===== src/rtl/led_share_arbiter.sv =====
// Round-robin owner arbitration for the shared LED bank, with a minimum hold time.
// The registered LED mux shows the owner's pattern, or the DIP switches when the bank is idle.
module led_share_arbiter #(
  parameter int NUM_REQ     = 4,
  parameter int LED_W       = 16,
  parameter int HOLD_CYCLES = 8
) (
  input  logic                     clk,
  input  logic                     rst,
  input  logic [NUM_REQ-1:0]       req,
  input  logic [NUM_REQ*LED_W-1:0] data,
  input  logic [LED_W-1:0]         switch,
  output logic [NUM_REQ-1:0]       grant,
  output logic [LED_W-1:0]         led,
  output logic                     busy
);

  localparam int IW = $clog2(NUM_REQ);
  localparam int CW = (HOLD_CYCLES > 1) ? $clog2(HOLD_CYCLES) : 1;

  typedef enum logic {IDLE, OWN} state_t;

  state_t               state;
  logic [IW-1:0]        ptr;
  logic [CW-1:0]        cnt;
  logic [NUM_REQ-1:0]   cand;
  logic [IW-1:0]        win;
  logic                 any;
  logic                 sat;
  logic [LED_W-1:0]     slice [NUM_REQ];

  always_comb begin
    for (int unsigned i = 0; i < NUM_REQ; i++) begin
      slice[i] = data[i*LED_W +: LED_W];
    end
  end

  // ptr always equals the current owner while in OWN, so masking the grant
  // makes the owner lowest priority in both handover and preemption.
  assign cand = (state == OWN) ? (req & ~grant) : req;
  assign sat  = (cnt == CW'(HOLD_CYCLES - 1));

  // Search upward from ptr+1 with wrap: indices above ptr first, then the rest.
  always_comb begin
    logic          hi_found;
    logic          lo_found;
    logic [IW-1:0] hi_win;
    logic [IW-1:0] lo_win;
    hi_found = 1'b0;
    lo_found = 1'b0;
    hi_win   = '0;
    lo_win   = '0;
    for (int unsigned i = 0; i < NUM_REQ; i++) begin
      if (cand[i]) begin
        if (i > 32'(ptr)) begin
          if (!hi_found) begin
            hi_found = 1'b1;
            hi_win   = IW'(i);
          end
        end else if (!lo_found) begin
          lo_found = 1'b1;
          lo_win   = IW'(i);
        end
      end
    end
    any = hi_found | lo_found;
    win = hi_found ? hi_win : lo_win;
  end

  always_ff @(posedge clk) begin
    if (rst) begin
      state <= IDLE;
      grant <= '0;
      led   <= '0;
      busy  <= 1'b0;
      cnt   <= '0;
      ptr   <= IW'(NUM_REQ - 1);
    end else begin
      led <= (grant != '0) ? slice[ptr] : switch;
      case (state)
        IDLE: begin
          if (any) begin
            state <= OWN;
            grant <= NUM_REQ'(1) << win;
            ptr   <= win;
            cnt   <= '0;
            busy  <= 1'b1;
          end
        end
        OWN: begin
          if (!req[ptr] || (sat && any)) begin
            if (any) begin
              grant <= NUM_REQ'(1) << win;
              ptr   <= win;
              cnt   <= '0;
            end else begin
              state <= IDLE;
              grant <= '0;
              busy  <= 1'b0;
              cnt   <= '0;
            end
          end else if (!sat) begin
            cnt <= cnt + 1'b1;
          end
        end
        default: begin
          state <= IDLE;
          grant <= '0;
          busy  <= 1'b0;
        end
      endcase
    end
  end

endmodule


===== config.mk =====
export PLATFORM = sky130hd
export DESIGN_NAME = led_share_arbiter
export DESIGN_NICKNAME = d
export VERILOG_FILES = /design/src/rtl/led_share_arbiter.sv
export SDC_FILE = /design/constraint.sdc
export NUM_CORES = 1
export LEC_CHECK = 0
export BUFFER_PORTS_ARGS = -buffer_cell sky130_fd_sc_hd__buf_2
export CORE_UTILIZATION = 42
export CTS_CLUSTER_SIZE = 24
export DETAILED_ROUTE_END_ITERATION = 7
export PLACE_DENSITY = 0.91
export SLEW_MARGIN = 10
export SYNTH_ARGS = -nofsm -noshare
export SYNTH_HDL_FRONTEND = slang
export SYNTH_SLANG_ARGS = --single-unit
export TNS_END_PERCENT = 20

===== constraint.sdc =====
create_clock -name clk -period 2 [get_ports clk]
set_input_delay 0.3 -clock clk [delete_from_list [all_inputs] [get_ports clk]]
set_output_delay 0.3 -clock clk [all_outputs]
set_load 0.005 [all_outputs]

=== After elaboration in Yosys (flattened, before gate mapping) ===
Cells that the tools add are included.

* Input bits: 86
* Output and inout port bits: 21
* Logic and storage cells: 86
* Flip-flop bits (word level): 27

* Add/sub/neg operators: 1
* Equal/unequal tests: 5
* Mux-type cells: 56
* Shifts and indexed selects: 1
* Bitwise logic cells: 5
* Reduce and logical (&&, ||, !) cells: 7
* $lt $le $gt $ge: 5

{| class="wikitable"
|+ Operator list
! cell !! count
|-
| $mux W16 || 3
|-
| $bmux W16 S2 || 1
|-
| $mux W2 || 15
|-
| $mux W1 || 24
|-
| $mux W4 || 4
|-
| $mux W3 || 3
|-
| $pmux W4 S2 || 1
|-
| $pmux W3 S2 || 1
|-
| $and A4 B4 Y4 || 1
|-
| $gt A2 B2 Y1 const A || 2
|-
| $ne A2 B2 Y1 const B || 2
|-
| $not A4 Y4 || 1
|-
| $pmux W1 S2 || 2
|-
| $pmux W2 S2 || 1
|-
| $reduce_and A2 Y1 || 2
|-
| $reduce_bool A4 Y1 || 1
|-
| $shl A1 B2 Y4 const A || 1
|-
| $add A3 B1 Y3 const B || 1
|-
| $eq A3 B3 Y1 const B || 1
|-
| $ge A3 B3 Y1 const B || 1
|-
| $lt A2 B3 Y1 const B || 1
|-
| $ne A3 B2 Y1 const B || 1
|-
| $not A2 Y3 || 1
|-
| $reduce_and A3 Y1 || 1
|-
| other kinds (8) || 8
|}

=== Logic depth before layout (Yosys ltp) ===
* Word-level depth: 18
* Mapped depth: 7
* Depth with buffers taken out: 7

=== Least setup slack after synthesis ===
OpenSTA, ideal clock, no wires.

* Path type: register to register
* Start: register grant[0]
* End: register cnt[1]
* Buffers on the path: 0
* Path slack: 0.293 ns
* Clock period less this slack: 1.707 ns
* Arrival time: 1.637 ns
* Stages on the path, launching flop included: 8
* Required time: 1.930 ns
* Library setup time: 0.070 ns
* Cell sequence: dfxtp_1 -> nand2b_1 -> o211ai_1 -> nor2_1 -> ha_1 -> nor4b_1 -> nand2_1 -> a21oi_1

* Longest elaborated chain between the ends: 15
* Elaborated cells between the ends (all ways): 18
* Classes of those cells: eq/ne (2); mux (10); bitwise (3); reduce/logical (3)

{| class="wikitable"
|+ Ends and longest elaborated chain
! item !! RTL line !! source
|-
| start: declaration || 13 || <nowiki>output logic [NUM_REQ-1:0] grant,</nowiki>
|-
| start signal: assignment || 84 || <nowiki>grant <= NUM_REQ'(1) << win;</nowiki>
|-
| start signal: assignment || 93 || <nowiki>grant <= NUM_REQ'(1) << win;</nowiki>
|-
| $not A4 Y4 * || 40 || <nowiki>assign cand = (state == OWN) ? (req & ~grant) : req;</nowiki>
|-
| $and A4 B4 Y4 * || 40 ||
|-
| $mux W4 * || 40 ||
|-
| $mux W1 * || 54 || <nowiki>if (cand[i]) begin</nowiki>
|-
| $mux W1 || 55 || <nowiki>if (i > 32'(ptr)) begin</nowiki>
|-
| $mux W1 * || 54 ||
|-
| $mux W1 || 55 ||
|-
| $mux W1 * || 54 ||
|-
| $mux W1 || 55 ||
|-
| $mux W1 * || 54 ||
|-
| $or A1 B1 Y1 * || 66 || <nowiki>any = hi_found | lo_found;</nowiki>
|-
| $logic_and A1 B1 Y1 || 91 || <nowiki>if (!req[ptr] || (sat && any)) begin</nowiki>
|-
| $logic_or A1 B1 Y1 || 91 ||
|-
| $mux W3 or $ne A3 B2 Y1 (tied branches) || -- ||
|-
| $pmux W3 S2 or $reduce_and A2 Y1 (tied branches) || -- ||
|-
| end signal: assignment || 103 || <nowiki>cnt <= cnt + 1'b1;</nowiki>
|-
| end: declaration || 25 || <nowiki>logic [CW-1:0] cnt;</nowiki>
|}

Every way passes the cells marked *; elsewhere a longest branch is shown, timed or not.
A chain may end at the register's enable or synchronous reset.

=== Worst setup path in the final report ===
* Start: register state
* End: register grant[2]

* Longest elaborated chain between the ends: 16
* Elaborated cells between the ends (all ways): 42
* Classes of those cells: eq/ne (2); shift (1); mux (34); bitwise (2); reduce/logical (3)

{| class="wikitable"
|+ Ends and longest elaborated chain
! item !! RTL line !! source
|-
| start: declaration || 23 || <nowiki>state_t state;</nowiki>
|-
| start signal: assignment || 72 || <nowiki>state <= IDLE;</nowiki>
|-
| start signal: assignment || 83 || <nowiki>state <= OWN;</nowiki>
|-
| start signal: assignment || 97 || <nowiki>state <= IDLE;</nowiki>
|-
| $mux W4 || 40 ||
|-
| $mux W1 || 54 ||
|-
| $mux W1 || 60 || <nowiki>end else if (!lo_found) begin</nowiki>
|-
| $mux W1 || 55 ||
|-
| $mux W1 || 54 ||
|-
| $mux W2 || 60 ||
|-
| $mux W2 || 55 ||
|-
| $mux W2 || 54 ||
|-
| $mux W2 || 60 ||
|-
| $mux W2 || 55 ||
|-
| $mux W2 || 54 ||
|-
| $mux W2 || 67 || <nowiki>win = hi_found ? hi_win : lo_win;</nowiki>
|-
| $shl A1 B2 Y4 || 84, 93 ||
|-
| $mux W4 || 92 || <nowiki>if (any) begin</nowiki>
|-
| $mux W4 || 91 ||
|-
| $pmux W4 S2 || 80 || <nowiki>case (state)</nowiki>
|}

Several ways; a longest one is shown, not always the timed one. The select of a mux whose other input is x is not followed.

==> results.md <==
* Status: finished clean
* Fin crit share at 90.5%
* Final hold vios at 0
* Synth unique cells at 39
* Final setup viols at 0
* Worst Hold End: led[6]
* H-tree Lvls at 1
* Initial Util at 44.1%
* Reg2reg path depth at 5
* Worst Setup Start Kind: flip-flop
* Post-Syn Area at 1640 um2
* Required time of the critical path at 2220 ps
* Inst Count DP at 324
* DRC at 0
* Slew Viols, Final at 0
* Main synth FF type: dfxtp_1
* Max_slew headroom at 63.3%
* Top Usage Layer GRT: met2
* RSZ-0062 raised after global routing: no
* Maximum clock path buffer count at 2
* Setup CP Type: flip-flop to flip-flop
* Cell with the most instances after synthesis: nand2_1
* HP Class: primary input to flip-flop
* Synth cell count leaders: nand2_1, dfxtp_1, a21oi_1
* CTS tree: built
* Synth area leaders: dfxtp_1, mux4_2, nand2_1
* Yosys reg bits at 27
* VDD IR-drop max at 0.000347 V
* Top-area cell type share of the netlist area at 33.0%
* Fin crit period at 1810 ps
* Die Y-Extent at 64.5 um
* Mapped Nets at 261
* DPL Wire Length at 3900 um
* Crit path max fanout at 15
* Final core utilization at 62.0%
* M3 GR Usage at 5.99%
* Die width at 64.5 um
* Placement Setup Slack at 47.7 ps
* Hold Worst Slack at 262 ps
* DRT antenna net count at 0
* Yosys warning count at 0
* Die area at 4160 um2
* Post-CTS Setup Inserts at 0
* Wirelength per Cell at 14.9 um
* Layout net count at 370
* Area after DPL at 2250 um2
* TNS Setup at 0 ps
* Antenna fix cells at 0
* Area growth from synthesis to layout at 40.4%
* IO buf count at 106
* Worst-Skew Late Latency at 270 ps
* I/O pin count at 107
* Num CTS Buffers at 3
* Max_cap viols at 0
* Largest net degree at the start of global routing at 26
* Fillers at 332
* Flop2flop setup slack at 190 ps
* Power consumption at 2.05 mW
* CTS Sinks at 27
* Core ar. at 3720 um2
* Worst setup margin at 190 ps
* CP endpoint kind: flip-flop
* Measured slew at the worst slew-check pin at 550 ps
* Via Count at 1778
* Worst Path Arrival at 2030 ps
* Vias per Instance at 5.42
* Post_cts resized at 0
* First-pass GRT wire length at 7560 um
* Non-filler cells in the finished layout at 328
* Root buf cell: clkbuf_8
* Initial antenna violation count at 0
* Max Clk Rate at 0.552 GHz
* Initial DRC count at 90
* Post-layout instance area at 2300 um2
* Reg-to-reg startpoint: state
* Vias in the first global route at 1745
* Total congestion overflow at 0
* Clock slew at reported path FFs at 90 ps
* Asr flop ratio synth at 0%
* Clock skew at 0.840 ps
* Core Rows at 22
* Cts hold-fix bufs at 0
* Worst Hold Launch: switch[6]
* Mapped Cells at 172
* Syn_area_per_cell at 9.54 um2
* Yosys top cell by area: dfxtp_1
* Fraction of layout cells with a size suffix above 1 at 50.7%
* Sequential cell area fraction in the yosys report at 33.0%
* RePlAce Congestion at 0.948
* Routing usage on met2 at 44.1%
* DRT Pass-1 Iters at 4
* Met1 global-route usage at 25.2%
* Gr usage total at 23.7%
* Lkg Pwr at 1.14 nW
* Drt total wl at 4900 um
* Worst hold path stage count at 3
* Number of flops mapped to enable cells by yosys at 0
* FF-to-FF End: grant[2]
* Power Dens Cells at 889 nW/um2
[state kept, by name (all words and copies together) (netlist names)]
register	flops
ptr	2
grant	4
state	1
busy	1
led	16
cnt	3
[layout make-up]
cell class,count,area [um2],area share [%]
sequential,27,541,23.5
tap,48,60.1,2.61
timing repair buffer,115,598,26.0
inverter,5,18.8,0.815
clock buffer,4,45.0,1.96
multi-input combinational,129,1040,45.2
[power breakdown]
group / leakage [nW] / total [mW] / switching (mW) / internal [mW]
Sequential: 0.224 / 0.731 / 0.0684 / 0.662
Clock: 0.0228 / 0.308 / 0.165 / 0.143
Combinational: 0.892 / 1.01 / 0.495 / 0.513
[logic make-up after synthesis]
kind of cell	count (synthesis)	share of synthesized area [%]
compound gates	49	20.1
fa+ha+maj	3	2.29
buf+inv	16	4.04
flops	27	33.0
mux	18	24.0
simple gates	59	16.6
[critical path: stages (launching register included)]
cell      delay [ps]
dfxtp_1          610
o211ai_1         200
buf_4            190
a22oi_1          270
a21boi_1         290
a32o_1           190
[per-layer routing]
| layer | share of wire, % | wire, um |
|---|---|---|
| met1 | 38 | 1870 |
| met2 | 53 | 2620 |
| met3 | 6.7 | 328 |
| met4 | 1.6 | 79 |
| met5 | 0 | 0 |
[layout by cell type (no fill, tap or decap), types with 2 or more instances in the layout]
cell type    n
a21oi_1     22
ha_1         3
buf_4        9
o211a_1      2
mux4_2      17
o211ai_1     3
nand2b_1     5
nand2_1     37
dfxtp_1     27
nor2_1       7
clkbuf_8     3
a21bo_2      2
a21boi_1     2
inv_1        5
o221ai_1     2
o21ai_1      3
buf_2      106
a32o_1       3
[worst max path at each step]
| stage | startpoint | end |
|---|---|---|
| final | state | grant[2] |
| after global routing | state | grant[2] |
| after CTS | state | cnt[1] |
| after detailed placement | state | cnt[1] |
| after global placement | state | cnt[1] |
| after floorplan | grant[0] | cnt[1] |
No activity file was read; power rests on OpenSTA's default activity.
